===== src/rtl/axis_gen_pkg.sv =====
// axis_gen_pkg: shared definitions for the AXI4-Stream packet generator.
//   - APB register indices (paddr[4:2]) and CTRL/STATUS/CFG bit positions
//   - generator FSM state encoding
//   - register reset values and a small saturating-increment helper
package axis_gen_pkg;

  // word index = byte offset >> 2
  localparam logic [2:0] REG_CTRL   = 3'd0;
  localparam logic [2:0] REG_LEN    = 3'd1;
  localparam logic [2:0] REG_NPKT   = 3'd2;
  localparam logic [2:0] REG_SEED   = 3'd3;
  localparam logic [2:0] REG_CFG    = 3'd4;
  localparam logic [2:0] REG_STATUS = 3'd5;
  localparam logic [2:0] REG_BEATS  = 3'd6;
  localparam logic [2:0] REG_BAD    = 3'd7;

  localparam int CTRL_START   = 0;
  localparam int CTRL_CONT    = 1;
  localparam int CTRL_STOP    = 2;
  localparam int CTRL_IRQ_EN  = 3;

  localparam int STATUS_BUSY  = 0;
  localparam int STATUS_DONE  = 1;
  localparam int STATUS_PKT_LSB = 16;

  localparam int CFG_DEST_LSB = 16;

  localparam int LEN_RST = 1;

  typedef enum logic [2:0] {
    ST_IDLE,
    ST_LOAD,
    ST_SEND,
    ST_GAP,
    ST_DONE
  } gen_state_e;

  function automatic logic [15:0] sat_inc16(input logic [15:0] v);
    return (v == 16'hFFFF) ? v : v + 16'd1;
  endfunction

endpackage


===== src/rtl/axis_gen_apb_regs.sv =====
// axis_gen_apb_regs: APB slave and register file for axis_stream_gen.
//   APB : psel/penable/paddr/pwrite/pwdata in, prdata/pready/pslverr out.
//         Zero wait states; prdata is combinational while psel is high.
//   Out : start_p/stop_p one-cycle pulses (registered from the CTRL write),
//         live config (cont, irq_en, len, npkt, seed, tid, dest_en), irq.
//   In  : busy, done_set (FSM in DONE), pkt_count, beat_count for STATUS/BEATS.
module axis_gen_apb_regs
  import axis_gen_pkg::*;
#(
  parameter int DEST_W = 2,
  parameter int ID_W   = 8,
  parameter int LEN_W  = 16
) (
  input  logic                     ACLK,
  input  logic                     RSTN,
  input  logic                     psel,
  input  logic                     penable,
  input  logic [31:0]              paddr,
  input  logic                     pwrite,
  input  logic [31:0]              pwdata,
  output logic [31:0]              prdata,
  output logic                     pready,
  output logic                     pslverr,
  input  logic                     busy,
  input  logic                     done_set,
  input  logic [15:0]              pkt_count,
  input  logic [31:0]              beat_count,
  output logic                     start_p,
  output logic                     stop_p,
  output logic                     cont,
  output logic                     irq_en,
  output logic [LEN_W-1:0]         len,
  output logic [LEN_W-1:0]         npkt,
  output logic [31:0]              seed,
  output logic [ID_W-1:0]          tid,
  output logic [(2**DEST_W)-1:0]   dest_en,
  output logic                     irq
);

  localparam int NDEST = 2**DEST_W;

  logic       wr;
  logic [2:0] idx;
  logic       done_q;
  logic [31:0] rd;
  logic       unused_bits;

  assign idx     = paddr[4:2];
  assign wr      = psel & penable & pwrite;
  assign pready  = 1'b1;
  assign pslverr = psel & penable & (idx == REG_BAD);
  assign irq     = done_q & irq_en;
  assign unused_bits = ^{paddr[31:5], paddr[1:0], pwdata};

  always_ff @(posedge ACLK or negedge RSTN) begin
    if (!RSTN) begin
      start_p <= 1'b0;
      stop_p  <= 1'b0;
      cont    <= 1'b0;
      irq_en  <= 1'b0;
      len     <= LEN_W'(LEN_RST);
      npkt    <= '0;
      seed    <= '0;
      tid     <= '0;
      dest_en <= '1;
      done_q  <= 1'b0;
    end else begin
      start_p <= 1'b0;
      stop_p  <= 1'b0;
      if (wr) begin
        case (idx)
          REG_CTRL: begin
            cont    <= pwdata[CTRL_CONT];
            irq_en  <= pwdata[CTRL_IRQ_EN];
            // STOP in the same write suppresses START
            start_p <= pwdata[CTRL_START] & ~pwdata[CTRL_STOP];
            stop_p  <= pwdata[CTRL_STOP];
          end
          REG_LEN:    len     <= pwdata[LEN_W-1:0];
          REG_NPKT:   npkt    <= pwdata[LEN_W-1:0];
          REG_SEED:   seed    <= pwdata;
          REG_CFG: begin
            tid     <= pwdata[ID_W-1:0];
            dest_en <= pwdata[CFG_DEST_LSB +: NDEST];
          end
          REG_STATUS: if (pwdata[STATUS_DONE]) done_q <= 1'b0;
          default: ;
        endcase
      end
      // a completing job wins over a simultaneous clear
      if (done_set) done_q <= 1'b1;
    end
  end

  always_comb begin
    rd = '0;
    case (idx)
      REG_CTRL: begin
        rd[CTRL_CONT]   = cont;
        rd[CTRL_IRQ_EN] = irq_en;
      end
      REG_LEN:  rd = 32'(len);
      REG_NPKT: rd = 32'(npkt);
      REG_SEED: rd = seed;
      REG_CFG: begin
        rd[ID_W-1:0]                = tid;
        rd[CFG_DEST_LSB +: NDEST]   = dest_en;
      end
      REG_STATUS: begin
        rd[STATUS_BUSY]            = busy;
        rd[STATUS_DONE]            = done_q;
        rd[STATUS_PKT_LSB +: 16]   = pkt_count;
      end
      REG_BEATS: rd = beat_count;
      default: rd = '0;
    endcase
    prdata = psel ? rd : 32'd0;
  end

endmodule


===== src/rtl/axis_stream_gen.sv =====
// axis_stream_gen: APB-programmed AXI4-Stream packet generator.
//   APB  : psel, penable, paddr, pwrite, pwdata -> prdata, pready, pslverr
//   AXIS : TREADY in; TVALID, TDATA, TSTRB, TKEEP, TLAST, TID, TDEST out
//   irq  : level, DONE sticky & IRQ_EN
// A job is LEN beats x NPKT packets (or endless with CONT) with an
// incrementing payload starting at SEED, TDEST rotating over DEST_EN.
module axis_stream_gen
  import axis_gen_pkg::*;
#(
  parameter int DATA_W = 32,
  parameter int DEST_W = 2,
  parameter int ID_W   = 8,
  parameter int LEN_W  = 16
) (
  input  logic                ACLK,
  input  logic                RSTN,
  input  logic                psel,
  input  logic                penable,
  input  logic [31:0]         paddr,
  input  logic                pwrite,
  input  logic [31:0]         pwdata,
  output logic [31:0]         prdata,
  output logic                pready,
  output logic                pslverr,
  input  logic                TREADY,
  output logic                TVALID,
  output logic [DATA_W-1:0]   TDATA,
  output logic [DATA_W/8-1:0] TSTRB,
  output logic [DATA_W/8-1:0] TKEEP,
  output logic                TLAST,
  output logic [ID_W-1:0]     TID,
  output logic [DEST_W-1:0]   TDEST,
  output logic                irq
);

  localparam int NDEST = 2**DEST_W;

  // live registers
  logic               start_p, stop_p, cont, irq_en;
  logic [LEN_W-1:0]   len, npkt;
  logic [31:0]        seed;
  logic [ID_W-1:0]    tid;
  logic [NDEST-1:0]   dest_en;

  // job state
  gen_state_e         state;
  logic [LEN_W-1:0]   len_sh, npkt_sh, beat_idx, pkt_cnt;
  logic [NDEST-1:0]   dest_mask;
  logic [15:0]        pkt_sat;
  logic [31:0]        beat_total;
  logic               busy_q, stop_req;
  logic               tvalid_q, tlast_q;
  logic [DATA_W-1:0]  tdata_q;
  logic [DEST_W-1:0]  tdest_q;
  logic [ID_W-1:0]    tid_q;

  logic               xfer, stopping, done_set;
  logic [LEN_W-1:0]   len_eff;
  logic [DEST_W-1:0]  first_dest, nxt_dest, cand;
  logic               found;

  axis_gen_apb_regs #(
    .DEST_W (DEST_W),
    .ID_W   (ID_W),
    .LEN_W  (LEN_W)
  ) u_regs (
    .ACLK       (ACLK),
    .RSTN       (RSTN),
    .psel       (psel),
    .penable    (penable),
    .paddr      (paddr),
    .pwrite     (pwrite),
    .pwdata     (pwdata),
    .prdata     (prdata),
    .pready     (pready),
    .pslverr    (pslverr),
    .busy       (busy_q),
    .done_set   (done_set),
    .pkt_count  (pkt_sat),
    .beat_count (beat_total),
    .start_p    (start_p),
    .stop_p     (stop_p),
    .cont       (cont),
    .irq_en     (irq_en),
    .len        (len),
    .npkt       (npkt),
    .seed       (seed),
    .tid        (tid),
    .dest_en    (dest_en),
    .irq        (irq)
  );

  assign xfer     = tvalid_q & TREADY;
  // a STOP arriving this very cycle still ends the run at this TLAST
  assign stopping = stop_req | stop_p;
  assign done_set = (state == ST_DONE);
  assign len_eff  = (len == '0) ? LEN_W'(1) : len;

  assign TVALID = tvalid_q;
  assign TDATA  = tdata_q;
  assign TLAST  = tlast_q & tvalid_q;
  assign TID    = tid_q;
  assign TDEST  = tdest_q;
  assign TSTRB  = '1;
  assign TKEEP  = '1;

  // lowest enabled destination from the live mask (used at LOAD)
  always_comb begin
    first_dest = '0;
    for (int i = NDEST-1; i >= 0; i--)
      if (dest_en[i]) first_dest = DEST_W'(i);
  end

  // next enabled destination after the current one; i == NDEST wraps to itself
  always_comb begin
    nxt_dest = tdest_q;
    found    = 1'b0;
    cand     = '0;
    for (int i = 1; i <= NDEST; i++) begin
      cand = tdest_q + DEST_W'(i);
      if (!found && dest_mask[cand]) begin
        nxt_dest = cand;
        found    = 1'b1;
      end
    end
  end

  always_ff @(posedge ACLK or negedge RSTN) begin
    if (!RSTN) begin
      state      <= ST_IDLE;
      len_sh     <= LEN_W'(LEN_RST);
      npkt_sh    <= '0;
      dest_mask  <= '0;
      beat_idx   <= '0;
      pkt_cnt    <= '0;
      pkt_sat    <= '0;
      beat_total <= '0;
      busy_q     <= 1'b0;
      stop_req   <= 1'b0;
      tvalid_q   <= 1'b0;
      tlast_q    <= 1'b0;
      tdata_q    <= '0;
      tdest_q    <= '0;
      tid_q      <= '0;
    end else begin
      case (state)
        ST_IDLE: begin
          stop_req <= 1'b0;
          if (start_p) begin
            state  <= ST_LOAD;
            busy_q <= 1'b1;
          end
        end

        ST_LOAD: begin
          len_sh     <= len_eff;
          npkt_sh    <= npkt;
          dest_mask  <= dest_en;
          tid_q      <= tid;
          tdata_q    <= DATA_W'(seed);
          tdest_q    <= first_dest;
          beat_idx   <= '0;
          pkt_cnt    <= '0;
          pkt_sat    <= '0;
          beat_total <= '0;
          tlast_q    <= (len_eff == LEN_W'(1));
          if (dest_en == '0 || (npkt == '0 && !cont)) begin
            state  <= ST_DONE;
            busy_q <= 1'b0;
          end else begin
            state    <= ST_SEND;
            tvalid_q <= 1'b1;
          end
        end

        ST_SEND: begin
          if (xfer) begin
            tdata_q    <= tdata_q + DATA_W'(1);
            beat_total <= beat_total + 32'd1;
            if (tlast_q) begin
              pkt_cnt  <= pkt_cnt + LEN_W'(1);
              pkt_sat  <= sat_inc16(pkt_sat);
              tdest_q  <= nxt_dest;
              beat_idx <= '0;
              tlast_q  <= (len_sh == LEN_W'(1));
              tvalid_q <= 1'b0;
              if (stopping || (!cont && (pkt_cnt + LEN_W'(1)) == npkt_sh)) begin
                state  <= ST_DONE;
                busy_q <= 1'b0;
              end else begin
                state <= ST_GAP;
              end
            end else begin
              beat_idx <= beat_idx + LEN_W'(1);
              tlast_q  <= ((beat_idx + LEN_W'(1)) == (len_sh - LEN_W'(1)));
            end
          end
        end

        ST_GAP: begin
          if (stopping) begin
            state  <= ST_DONE;
            busy_q <= 1'b0;
          end else begin
            state    <= ST_SEND;
            tvalid_q <= 1'b1;
          end
        end

        ST_DONE: state <= ST_IDLE;

        default: state <= ST_IDLE;
      endcase

      if (stop_p && state != ST_IDLE) stop_req <= 1'b1;
    end
  end

endmodule

===== config.mk =====
export PLATFORM = sky130hd
export DESIGN_NAME = axis_stream_gen
export DESIGN_NICKNAME = d
export VERILOG_FILES = /design/src/rtl/axis_gen_pkg.sv /design/src/rtl/axis_gen_apb_regs.sv /design/src/rtl/axis_stream_gen.sv
export SDC_FILE = /design/constraint.sdc
export NUM_CORES = 1
export LEC_CHECK = 0
export CORE_UTILIZATION = 61
export DETAILED_ROUTE_END_ITERATION = 6
export HOLD_SLACK_MARGIN = 0.1
export PLACE_DENSITY = 0.86
export SKIP_CTS_REPAIR_TIMING = 1
export SYNTH_ARGS = -nofsm -noshare
export SYNTH_HDL_FRONTEND = slang
export SYNTH_SLANG_ARGS = --single-unit

===== constraint.sdc =====
create_clock -name ACLK -period 6.3 [get_ports ACLK]
set_input_delay 0.63 -clock ACLK [delete_from_list [all_inputs] [get_ports ACLK]]
set_output_delay 0.63 -clock ACLK [all_outputs]
set_load 0.02 [all_outputs]

# == Word-level counts from Yosys, hierarchy flattened ==
# Index checks and enable logic that the tools add are counted.
# word_totals
wordCells,190
out_inout_bits,87
reg_bits,246
# classes
order_cmp,4
reduce_logical,38
n_mux,78
n_addsub,9
bitwise,9
n_eq_ne,27
# ops
cell,n
$mux W16,8
$pmux W32 S2,2
$mux W32,3
$pmux W16 S2,3
$add A32 B1 Y32 const B,2
$add A16 B1 Y16 const B,3
$pmux W12 S3,1
$eq A16 B1 Y1 const B,2
$eq A16 B16 Y1,2
$logic_not A16 Y1,2
$pmux W8 S4,1
$mux W1,29
$mux W2,10
$pmux W4 S5,1
$mux W3,6
$ne A2 B2 Y1 const B,9
$eq A16 B16 Y1 const B,1
$pmux W4 S4,1
$sub A16 B1 Y16 const B,1
$eq A3 B3 Y1 const B,5
$eq A3 B2 Y1 const B,4
$lt A2 B3 Y1 const B,4
$pmux W1 S6,2
$pmux W3 S4,1
28 further kinds,62

# == Logic depth before layout (Yosys ltp) ==
# depth
ltp_word,16
mapped_depth,9
ltp_nobuf,9

# == Modules after synthesis ==
# A second synthesis with hierarchy kept.
# hier_totals
hier_cells,1493
area_unflattened_um2,13904.6
# by_module_without_submodules
module,n_inst,area_per_inst_um2,seq_area_each_um2,cells_per_inst
axis_stream_gen,1,9673.0,4130.2,1149
axis_gen_apb_regs,1,4231.6,2033.2,344

# == Worst setup path after synthesis ==
# Ideal clock, no wire load.
# synth_path
path_type,input-to-output
start,input paddr[2]
end,output prdata[0]
path_buffers,2
t_arrival_ns,2.209
path_slack_ns,3.461
path_stages,7
cell_sequence,buf_2 nor2b_1 clkbuf_1 a22o_1 a22oi_1 a21o_1 a221oi_1
# synth_between
elab_chain_cells,3
elab_cells_between_ends,8
# synth_lines
element,line,text
start: declaration,axis_stream_gen.sv:19,"input logic [31:0] paddr,"
"$eq A3 B3 Y1, or another cell as far along",axis_gen_apb_regs.sv:97,case (idx)
$pmux W1 S6 (*),axis_gen_apb_regs.sv:97,
$mux W32 (*),axis_gen_apb_regs.sv:117,prdata = psel ? rd : 32'd0;
end: declaration,axis_stream_gen.sv:22,"output logic [31:0] prdata,"
# Every way passes the cells marked *; elsewhere a longest branch is shown, timed or not.

# == Worst setup path after layout ==
# layout_path
start,input paddr[3]
end,output prdata[20]
# layout_between
elab_chain_cells,3
elab_cells_between_ends,5
# layout_lines
element,line
$eq A3 B3 Y1 or $eq A3 B2 Y1 (tied branches),axis_gen_apb_regs.sv:97
$pmux W12 S3 (*),axis_gen_apb_regs.sv:97
$mux W32 (*),axis_gen_apb_regs.sv:117
# Marked as above.

==> metrics.yaml <==
status:
  status: "completed"
place:
  port_buffers: 118
  place_congestion: 0.916
  dpl.hpwl_um: 26500
critical_path:
  cp-end-kind: "primary output"
  r2r_setup_slack_ns: 2.97
  reg2reg_depth: 7
  reg2reg_to: "beat_idx[13]"
  crit_path_max_incr_delay_ns: 1.12
  crit_chain: "clkdlybuf4s50_1, nand2_1, nor2_2, buf_4, o21ai_0, buf_4, nor2_1, clkdlybuf4s50_1"
  worstSetupStartpointType: "primary input"
  cp_max_fo: 23
  worstPathRequired_ns: 5.67
  critPathKind: "primary input to primary output"
  cp_slowest_cell: "clkdlybuf4s50_1"
  r2r-start: "state[0]"
  worstPathArrival_ns: 3.87
global_routing:
  grt_use_met1: 0.445
  busiest_layer: "met2"
  grt_max_degree: 159
  grt_use_total: 0.334
  grt_pass1_wl_um: 62400
  overflow: 0
  grt_pass1_vias: 11825
  grt.met3_usage: 0.0533
  antenna_found_initial: 0
  use_met2: 0.534
cts:
  clkSinkCount: 246
  htreeDepth: 1
  insertion_delay_ns: 0.55
  clock_path_buffers: 3
  path_clk_slew_ns: 0.07
  cts_tree: "yes"
  cts_buffers: 26
  root_buffer: "clkbuf_16"
yosys:
  yosysSeqAreaShare: 0.450
  synth_area_um2: 13700
  synthCells: 1497
  synthArstFlopShare: 1.00
  synth_ff_type: "dfrtp_1"
  yosys_warnings: 0
  synth_edf_count: 0
  ys_types: 77
  ys_seq_elements: 246
  avgSynthCellArea_um2: 9.14
pwr:
  cellPowerDensity_nw_per_um2: 260
  peakVddDrop_uv: 235
  p_switching_uw: 1180
  clkPwrFrac: 0.391
  swShare: 0.285
  power.leakage_uw: 0.00655
  comb_power_share: 0.134
  seqPwrFrac: 0.475
  intPower_uw: 2960
route:
  drt-initial-drc-count: 1268
  vias: 12180
  dr.pass1.iters: 5
  wire_per_inst_um: 20.6
  drc: 0
  wl_um: 38600
  via_per_inst: 6.50
  antenna_left: 0
timing:
  grt_setup_unrepaired: "false"
  slew_violations: 0
  tns_ns: 0
  fin_skew_ns: 0.0171
  fin_crit_ns: 4.50
  clock.fmax_mhz: 222
  setup_viol_count_final: 0
  slew_headroom: 0.270
  hold_violations: 0
  worstMarginPinSlew_ns: 1.09
  fin_crit_sh: 0.715
cells_and_area:
  drive_above_1_share: 0.111
  fillers: 1533
  antennaDiodeCount: 0
  final_util: 0.728
  synthToLayoutAreaGrowth_pct: 16.5
  fin_nets: 1651
  final_common_cell: "dfrtp_1"
  layout_common_cells: "dfrtp_1, nand2_1, nor2_1"
die:
  start_util: 0.625
  ios: 157
  die_area_um2: 23000
  rows: 54
  die_x_um: 152
  core-area_um2: 21900
  die_h_um: 152
run:
  cap_violations: 0
min_path:
  hold_path.class: "primary input to asynchronous set/reset pin"
-- metal layers --
metal	vias up	wire length [um]
met5	-	0
met4	0	2000
met3	153	3350
met2	690	18100
met1	5877	15100
li1	5460	-
-- critical path, delay by kind of cell --
| family | cells | cell delay [ns] |
|---|---|---|
| AO/OA/AOI/OAI | 1 | 0.14 |
| buffers and inverters | 4 | 2.31 |
| AND/OR/NAND/NOR | 3 | 0.78 |
-- power groups by stage --
| stage | clock, uW | combinational, uW | sequential [uW] |
|---|---|---|---|
| after global placement | 0 | 526 | 1970 |
| final | 1620 | 554 | 1970 |
| after detailed placement | 0 | 545 | 1980 |
| after global routing | 1690 | 605 | 1980 |
| after CTS | 1630 | 552 | 1950 |
| after floorplan | 0 | 324 | 1910 |
-- state kept, by name, indices dropped and copies added (netlist names), 8 cells and up --
| signal | cells |
|---|---|
| TDATA | 32 |
| TID | 8 |
| beat_idx | 16 |
| beat_total | 32 |
| len_sh | 16 |
| npkt_sh | 16 |
| pkt_cnt | 16 |
| pkt_sat | 16 |
| u_regs.len | 16 |
| u_regs.npkt | 16 |
| u_regs.seed | 32 |
| u_regs.tid | 8 |
-- through the flow --
step	setup slack (ns)	hold WS (ns)	instance area [um^2]	power, uW	std cells
6_report	1.80	0.0632	15900	4140	1874
5_1_grt	1.57	0.126	15900	4270	1874
4_1_cts	1.86	0.105	15900	4130	1874
3_5_place_dp	1.90	0.463	15000	2520	1826
3_3_place_gp	1.95	0.461	15000	2490	1826
2_1_floorplan	3.46	0.334	13700	2240	1505
-- worst max-delay path by stage --
stage	from	end	slack, ns	cells past startpoint
detailed placement	paddr[3]	prdata[26]	1.90	8
floorplan	paddr[2]	prdata[0]	3.46	7
finish	paddr[3]	prdata[20]	1.80	8
global route	paddr[3]	prdata[20]	1.57	8
global placement	paddr[3]	prdata[24]	1.95	8
CTS	paddr[3]	prdata[20]	1.86	8
-- layout make-up --
type | count | area (um^2) | area share
clock buffers | 38 | 756 | 0.0474
clock inverters | 10 | 159 | 0.00997
inverters | 25 | 93.8 | 0.00589
multi-input cells | 1141 | 7110 | 0.446
flip-flops and latches | 246 | 6160 | 0.387
well taps | 280 | 350 | 0.0220
repair buffers | 134 | 1310 | 0.0824
-- cells in the mapped netlist (all sizes together) (14+ instances only) --
master,n,share of area
nor4,25,0.016
and3,16,0.0073
inv,25,0.0069
xnor2,49,0.032
a21oi,77,0.028
o21ai,92,0.034
nand2,228,0.063
clkbuf,63,0.017
or3,15,0.0069
nor3,29,0.011
xor2,52,0.033
a22oi,28,0.015
nor2,156,0.043
a221oi,14,0.0090
dfrtp,240,0.44
nand4,33,0.016
a22o,19,0.012
buf,30,0.012
o22ai,23,0.011
nand3,54,0.021
mux2,84,0.069
-- logic make-up (layout without fill, tap and decap cells) --
| logic type | Yosys count | in the layout | synth area share |
|---|---|---|---|
| compound gates | 305 | 305 | 0.142 |
| xor+xnor | 103 | 103 | 0.0686 |
| fa+ha+maj | 7 | 7 | 0.00640 |
| buf+inv | 118 | 207 | 0.0359 |
| flops | 246 | 246 | 0.450 |
| mux | 92 | 92 | 0.0759 |
| other cells | 1 | 9 | 0.000274 |
| simple gates | 625 | 625 | 0.220 |
Note: power is estimated with default switching activity, not from simulation.
